===== config.mk =====
export PLATFORM = sky130hd
export DESIGN_NAME = page_dispatcher
export DESIGN_NICKNAME = d
export VERILOG_FILES = /design/src/rtl/page_dispatcher_pkg.sv /design/src/rtl/page_dispatcher_rr_arbiter.sv /design/src/rtl/page_dispatcher.sv
export SDC_FILE = /design/constraint.sdc
export NUM_CORES = 1
export LEC_CHECK = 0
export CAP_MARGIN = 20
export CORE_AREA = 2 2 152 154
export CTS_BUF_LIST = sky130_fd_sc_hd__clkbuf_2
export DETAILED_ROUTE_END_ITERATION = 16
export DIE_AREA = 0 0 154 156
export DONT_BUFFER_PORTS = 1
export SLEW_MARGIN = 0
export SYNTH_ARGS = -nofsm -noshare
export SYNTH_HDL_FRONTEND = slang
export SYNTH_SLANG_ARGS = --single-unit

===== constraint.sdc =====
create_clock -name clk -period 5.55 [get_ports clk]
set_input_delay 1.11 -clock clk [delete_from_list [all_inputs] [get_ports clk]]
set_output_delay 1.11 -clock clk [all_outputs]
set_load 0.01 [all_outputs]

===== src/rtl/page_dispatcher_pkg.sv =====
// Shared defaults, state encoding and parameter sanity helpers for the page dispatcher.
package page_dispatcher_pkg;

  localparam int PD_NUM_PARSER = 6;
  localparam int PD_DATA_W     = 144;
  localparam int PD_POS_W      = 16;
  localparam int PD_ADDR_W     = 17;
  localparam int PD_GARB_W     = 2;
  localparam int PD_SEQ_W      = 8;

  typedef enum logic {
    ST_EMPTY = 1'b0,
    ST_FULL  = 1'b1
  } pd_state_t;

  function automatic bit pd_is_onehot(input logic [15:0] v);
    return (v != 16'd0) && ((v & (v - 16'd1)) == 16'd0);
  endfunction

endpackage


===== src/rtl/page_dispatcher_rr_arbiter.sv =====
// Round-robin one-hot arbiter: searches upward from the bit after base, wrapping to 0.
module rr_arbiter #(
  parameter int N = 6
) (
  input  logic [N-1:0] i_req,
  input  logic [N-1:0] i_base,
  output logic [N-1:0] o_grant
);

  logic w_found;

  always_comb begin
    o_grant = '0;
    w_found = 1'b0;
    for (int b = 0; b < N; b++) begin
      if (i_base[b]) begin
        // k == N lands back on the base itself, so it is considered last
        for (int k = 1; k <= N; k++) begin
          if (!w_found && i_req[(b + k) % N]) begin
            o_grant[(b + k) % N] = 1'b1;
            w_found = 1'b1;
          end
        end
      end
    end
  end

endmodule


===== src/rtl/page_dispatcher.sv =====
// Pops pages from a show-ahead FIFO and hands each to one parser chosen round-robin.
// state    | meaning
// EMPTY    | no page held in the output register
// FULL     | page held, valid_out points at its parser until accepted
module page_dispatcher
  import page_dispatcher_pkg::*;
#(
  parameter int NUM_PARSER = PD_NUM_PARSER,
  parameter int DATA_W     = PD_DATA_W,
  parameter int POS_W      = PD_POS_W,
  parameter int ADDR_W     = PD_ADDR_W,
  parameter int GARB_W     = PD_GARB_W,
  parameter int SEQ_W      = PD_SEQ_W,
  parameter logic [NUM_PARSER-1:0] BASE_INIT = NUM_PARSER'(1)
) (
  input  logic                  clk,
  input  logic                  rst_n,
  input  logic [DATA_W-1:0]     data_in,
  input  logic [POS_W-1:0]      position_in,
  input  logic [ADDR_W-1:0]     address_in,
  input  logic [GARB_W-1:0]     garbage_in,
  input  logic                  lit_flag_in,
  input  logic                  valid_in,
  output logic                  rdreq,
  input  logic [NUM_PARSER-1:0] ready,
  input  logic [NUM_PARSER-1:0] parser_en,
  input  logic                  stop,
  output logic [DATA_W-1:0]     data_out,
  output logic [POS_W-1:0]      position_out,
  output logic [ADDR_W-1:0]     address_out,
  output logic [GARB_W-1:0]     garbage_out,
  output logic                  lit_flag_out,
  output logic [SEQ_W-1:0]      seq_out,
  output logic [NUM_PARSER-1:0] valid_out,
  output logic                  idle
);

  if (NUM_PARSER < 2 || NUM_PARSER > 16 || !pd_is_onehot(16'(BASE_INIT))) begin : g_bad_param
    $fatal(1, "page_dispatcher: NUM_PARSER must be 2..16 and BASE_INIT one-hot");
  end

  pd_state_t             r_state;
  logic                  r_stop_q;
  logic                  r_idle;
  logic [NUM_PARSER-1:0] r_base;
  logic [NUM_PARSER-1:0] r_valid_out;
  logic [SEQ_W-1:0]      r_seq_cnt;
  logic [SEQ_W-1:0]      r_seq_out;
  logic [DATA_W-1:0]     r_data;
  logic [POS_W-1:0]      r_pos;
  logic [ADDR_W-1:0]     r_addr;
  logic [GARB_W-1:0]     r_garb;
  logic                  r_lit;

  logic [NUM_PARSER-1:0] w_eligible;
  logic [NUM_PARSER-1:0] w_grant;
  logic                  w_full;
  logic                  w_xfer;
  logic                  w_load;
  logic                  w_next_full;

  assign w_eligible = ready & parser_en;
  assign w_full     = (r_state == ST_FULL);
  // r_valid_out is the held target while FULL and zero otherwise
  assign w_xfer      = w_full & (|(r_valid_out & ready));
  assign w_load      = rst_n & valid_in & ~r_stop_q & (|w_eligible) & (~w_full | w_xfer);
  assign w_next_full = w_load | (w_full & ~w_xfer);

  rr_arbiter #(.N(NUM_PARSER)) u_rr_arbiter (
    .i_req   (w_eligible),
    .i_base  (r_base),
    .o_grant (w_grant)
  );

  always_ff @(posedge clk or negedge rst_n) begin
    if (!rst_n) begin
      r_state     <= ST_EMPTY;
      r_stop_q    <= 1'b0;
      r_idle      <= 1'b0;
      r_base      <= BASE_INIT;
      r_valid_out <= '0;
      r_seq_cnt   <= '0;
      r_seq_out   <= '0;
      r_data      <= '0;
      r_pos       <= '0;
      r_addr      <= '0;
      r_garb      <= '0;
      r_lit       <= 1'b0;
    end else begin
      r_stop_q <= stop;
      r_idle   <= stop & ~w_next_full;
      if (w_load) begin
        r_state     <= ST_FULL;
        r_valid_out <= w_grant;
        r_base      <= w_grant;
        r_seq_out   <= r_seq_cnt;
        r_seq_cnt   <= r_seq_cnt + SEQ_W'(1);
        r_data      <= data_in;
        r_pos       <= position_in;
        r_addr      <= address_in;
        r_garb      <= garbage_in;
        r_lit       <= lit_flag_in;
      end else if (w_xfer) begin
        r_state     <= ST_EMPTY;
        r_valid_out <= '0;
      end
    end
  end

  assign rdreq        = w_load;
  assign valid_out    = r_valid_out;
  assign idle         = r_idle;
  assign seq_out      = r_seq_out;
  assign data_out     = r_data;
  assign position_out = r_pos;
  assign address_out  = r_addr;
  assign garbage_out  = r_garb;
  assign lit_flag_out = r_lit;

endmodule


After elaboration in Yosys (flattened, before gate mapping):

Cells that the tools add are included.
Widths: inputs -> output; s select.

* register bits after elaboration: 211
* input port bits: 196
* output and inout bits: 196

* $add $sub $neg: 1
* mux-type cells: 115
* bitwise gates (word level): 15
* reduce and logical (&&, ||, !) cells: 73

Operators with widths (number)
* $mux 1: 107
* $mux 6: 8
* $logic_and 1x1->1: 35
* $logic_not 1->1: 35
* $and 6x6->6: 2
* $reduce_or 6->1: 2
* $add 8x1->8 const B: 1
* $and 1x1->1: 7
* $not 1->1: 4
* $or 1x1->1: 2
* $reduce_bool 2->1: 1

Logic depth before layout (Yosys ltp):

* depth after elaboration: 144
* depth in mapped cells: 8
* depth with buffers taken out: 6

Modules after synthesis:

From an unflattened synthesis, not the netlist that was laid out.

* cell total of the unflattened synthesis: 514
* area total of the unflattened synthesis: 8743.4 um^2

Modules (own cells, without submodules)
* page_dispatcher: instances 1, cells an instance 473, area an instance 8441.8 um^2, seq. area each 5281.3 um^2
* rr_arbiter: instances 1, cells an instance 41, area an instance 301.5 um^2, seq. area each 0.0 um^2

Least setup slack after synthesis:

Ideal clock, no wire load.

* path type: input port to output port
* from: input port ready[5]
* to: output port rdreq
* data arrival time: 2.154 ns
* required time: 4.440 ns
* path slack: 2.286 ns
* cell stages on the path: 5
* path through: a22oi_1 a311oi_2 nand2_1 inv_2 clkbuf_1

* longest elaborated chain between the ends: 5

Ends and longest elaborated chain
* start, declared: line page_dispatcher.sv:25 `input logic [NUM_PARSER-1:0] ready,`
* $and 6x6->6: line page_dispatcher.sv:65 `assign w_xfer = w_full & (|(r_valid_out & ready));`
* $reduce_or 6->1: line page_dispatcher.sv:65
* $and 1x1->1: line page_dispatcher.sv:65
* $or 1x1->1: line page_dispatcher.sv:66 `assign w_load = rst_n & valid_in & ~r_stop_q & (|w_eligible) & (~w_full | w_xfer);`
* $and 1x1->1 (*): line page_dispatcher.sv:66
* end, declared: line page_dispatcher.sv:24 `output logic rdreq,`

Mark *: on every way between the ends. The rest lies on a longest branch, timed or not.

Worst setup path after layout:

* from: input port rst_n
* to: output port rdreq

* longest elaborated chain between the ends: 4

Ends and longest elaborated chain
* start, declared: line page_dispatcher.sv:17 `input logic rst_n,`
* $and 1x1->1 (4 in series): line page_dispatcher.sv:66

No other way between the ends.

==> summary.md <==
| Metric | Value |
|---|---|
| Clock network power share | ~23% |
| Flop pwr share | between 60 and 70% |
| Max-Cap Viols | 0 |
| Status | finished clean |
| CTS tree | yes |
| Worst hold margin | 0.0268 ns |
| Largest net degree at the start of global routing | 213 |
| Initial DRC Count | 485 |
| Pwr Density | 524 nW/um2 |
| # DRC | 0 |
| Die Span Y | 156 um |
| Upper clock frequency limit | between 200 and 300 MHz |
| Placed cells | roughly 1200 |
| CTS Sinks | between 200 and 250 |
| Width of the die | 154 um |
| Startpoint types | input port |
| FFs w/ async S/R, synth | 100% |
| Area Growth Syn to Fin | 8.48% |
| Switch share | between 30% and 40% |
| Worst r2r path cells | 6 |
| Routed length per instance | 16.9 um |
| Synthesized netlist cell count | a little over 900 |
| R2R Path Start | valid_out[1] |
| Worst-margin pin slew | slightly above 1 ns |
| H-tree levels | 2 |
| I/O Pins | slightly below 400 |
| Drt first pass iters | 5 |
| Final #Nets | about 1100 |
| CTS Buf Count | 53 |
| Synth Flop Type | dfrtp_1 |
| Leak Pwr | 4.98 nW |
| Comb power frac | 13.6% |
| Setup TNS | 0 ns |
| Setup crit end kind | output pin |
| Yosys top cell area share | 63.1% |
| Syn avg cell area | between 8 and 9 um2 |
| Area leader, netlist | dfrtp_1 |
| CP required | between 4 and 5 ns |
| Post-CTS Resized | 0 |
| # port buffers | 0 |
| Clock Latency Late Sink | 0.77 ns |
| Ys Warns | 0 |
| Post-route ant nets | 0 |
| Core Region | 22400 um2 |
| Syn Std Cell Area | 8320 um2 |
| Share of cells above drive strength 1 | slightly below 10% |
| Endpoints failing hold | 0 |
| RSZ-0062 raised after global routing | false |
| Peak supply drop | 0.000217 V |
| Number of synthesized register bits | 211 |
| Critical path arrival | 2.39 ns |
| RD Place Congestion | 0.857 |
| Die footprint | 24000 um2 |
| Clk slew on worst S/H paths | 0.10 ns |
| Worst flop-to-flop path endpoint | valid_out[1] |
| Gr ovfl total | 0 |
| Fin. max-slew vios | 0 |
| Relative max-transition margin | roughly a third |
| Vias in the first global route | approximately 6000 |
| Worst hold-check path type | in -> async |
| EDFF count, synth | 0 |
| P_int | 0.00293 W |
| Dpl cell area | 8520 um2 |
| Initial antenna violation count | 1 |
| Worst slack at placement | 2.09 ns |
| Global-route wire length before repair | roughly 32000 um |
| Final WS setup | 2.05 ns |
| Setup bufs post-CTS | 0 |
| Area contributors post-synth | dfrtp_1, nand2_1, buf_2 |
| Post-route clock period utilization | 63.0% |
| Post-Route WL | 21400 um |
| Number of vias per cell | 4.83 |
| Max clock buf depth | 3 |
| Final min period | 3.50 ns |
| Sw Pwr | 0.00180 W |
| Final instance area | 9030 um2 |
| Layout Cells excl Fill | around 1300 |
| Hpwl dp | approximately 14000 um |
| Initial core utilization | between 30% and 40% |
| Syn Nets | about 1100 |
| R2r setup slk | 2.78 ns |
| Via count | between 6000 and 7000 |
| Post-synthesis cell type count | 53 |
| Crit path kind | in -> out |
| Row count | 55 |
| Crit-path max FO | between 200 and 250 |
| Setup violators final | 0 |
| Root Driver | clkbuf_2 |
| Skew final | slightly below 0.04 ns |
| Tot GR Track Use | between 10% and 20% |
| Sequential element share of the synthesized area | a little under two thirds |
-- layout make-up --
class	count	area, um2
antenna	1	2.50
fill	2259	13300
timing repair buffer	4	42.5
inverter	4	20.0
multi-input combinational	672	2820
tap	285	357
clock inverter	16	141
clock buffer	74	370
sequential	211	5280
-- metrics by stage --
| stage | util, % | total power [W] |
|---|---|---|
| finish | 40.4 | 0.00473 |
| global route | 40.4 | 0.00509 |
| CTS | 40.4 | 0.00480 |
| detailed placement | 38.1 | 0.00367 |
| global placement | 38.1 | 0.00364 |
| floorplan | - | 0.00338 |
-- how the worst max path moves through the flow --
stage | start | to | slack, ns
after CTS | valid_out[1] | rdreq | 1.94
after global placement | ready[5] | rdreq | 2.16
after floorplan | ready[5] | rdreq | 2.29
after global routing | valid_out[1] | rdreq | 1.84
after detailed placement | ready[5] | rdreq | 2.09
final | rst_n | rdreq | 2.05
-- cell families (layout without fill, tap and decap cells) --
| group | Yosys count | count (layout) | synth area share [%] |
|---|---|---|---|
| adder cells (fa/ha/maj) | 1 | 1 | 0.150 |
| XOR/XNOR | 7 | 7 | 0.737 |
| AO/OA/AOI/OAI | 38 | 38 | 3.67 |
| flip-flops | 211 | 211 | 63.4 |
| other | 0 | 1 | 0 |
| AND/OR/NAND/NOR | 626 | 626 | 29.2 |
| buffers and inverters | 50 | 98 | 2.83 |
-- synth_stat cells (3+ instances only) --
library cell  count
a21o_1            3
a21oi_1           5
a22oi_1           3
buf_2            29
clkbuf_1         14
dfrtp_1         210
inv_1             3
nand2_1         595
nand3_1           4
nand4_1           3
nor2_1            5
nor3_1            3
xnor2_1           6
-- power groups by stage --
stage	clock network [W]	registers [W]	logic (W)
after floorplan	0	0.00282	0.000560
after global placement	0	0.00303	0.000616
after detailed placement	0	0.00301	0.000660
after CTS	0.00115	0.00300	0.000653
after global routing	0.00123	0.00306	0.000790
final	0.00110	0.00299	0.000642
-- critical path, stage by stage --
cell	delay (ns)
nand2_1	0.11
a311oi_2	0.45
nand2_4	0.13
inv_6	0.41
-- layout by cell type (no fill, tap or decap), types with 3 or more instances in the layout --
master / count
nor2_1: 5
clkinv_1: 10
nand2_1: 594
nor3_1: 3
a22oi_1: 3
bufinv_16: 3
inv_1: 3
a21oi_1: 5
xnor2_1: 6
a21o_1: 3
buf_4: 3
dfrtp_1: 210
nand4_1: 3
nand3_1: 4
clkbuf_2: 74
-- per-layer routing --
metal	routed length, um	share of wire, %	GRT usage [%]	up-vias
met5	0	0	0	-
met4	430	2.0	6.59	0
met3	2540	12	7.92	34
met2	10500	49	28.9	323
met1	7890	37	18.4	2823
li1	-	-	-	2944
-- registers in the layout, indices dropped and copies added, names as in the netlist --
signal	count
valid_out	6
lit_flag_out	1
position_out	16
r_stop_q	1
seq_out	8
data_out	144
address_out	17
r_state	1
garbage_out	2
idle	1
r_seq_cnt	8
r_base	6
Power figures use the tool's default switching activity.
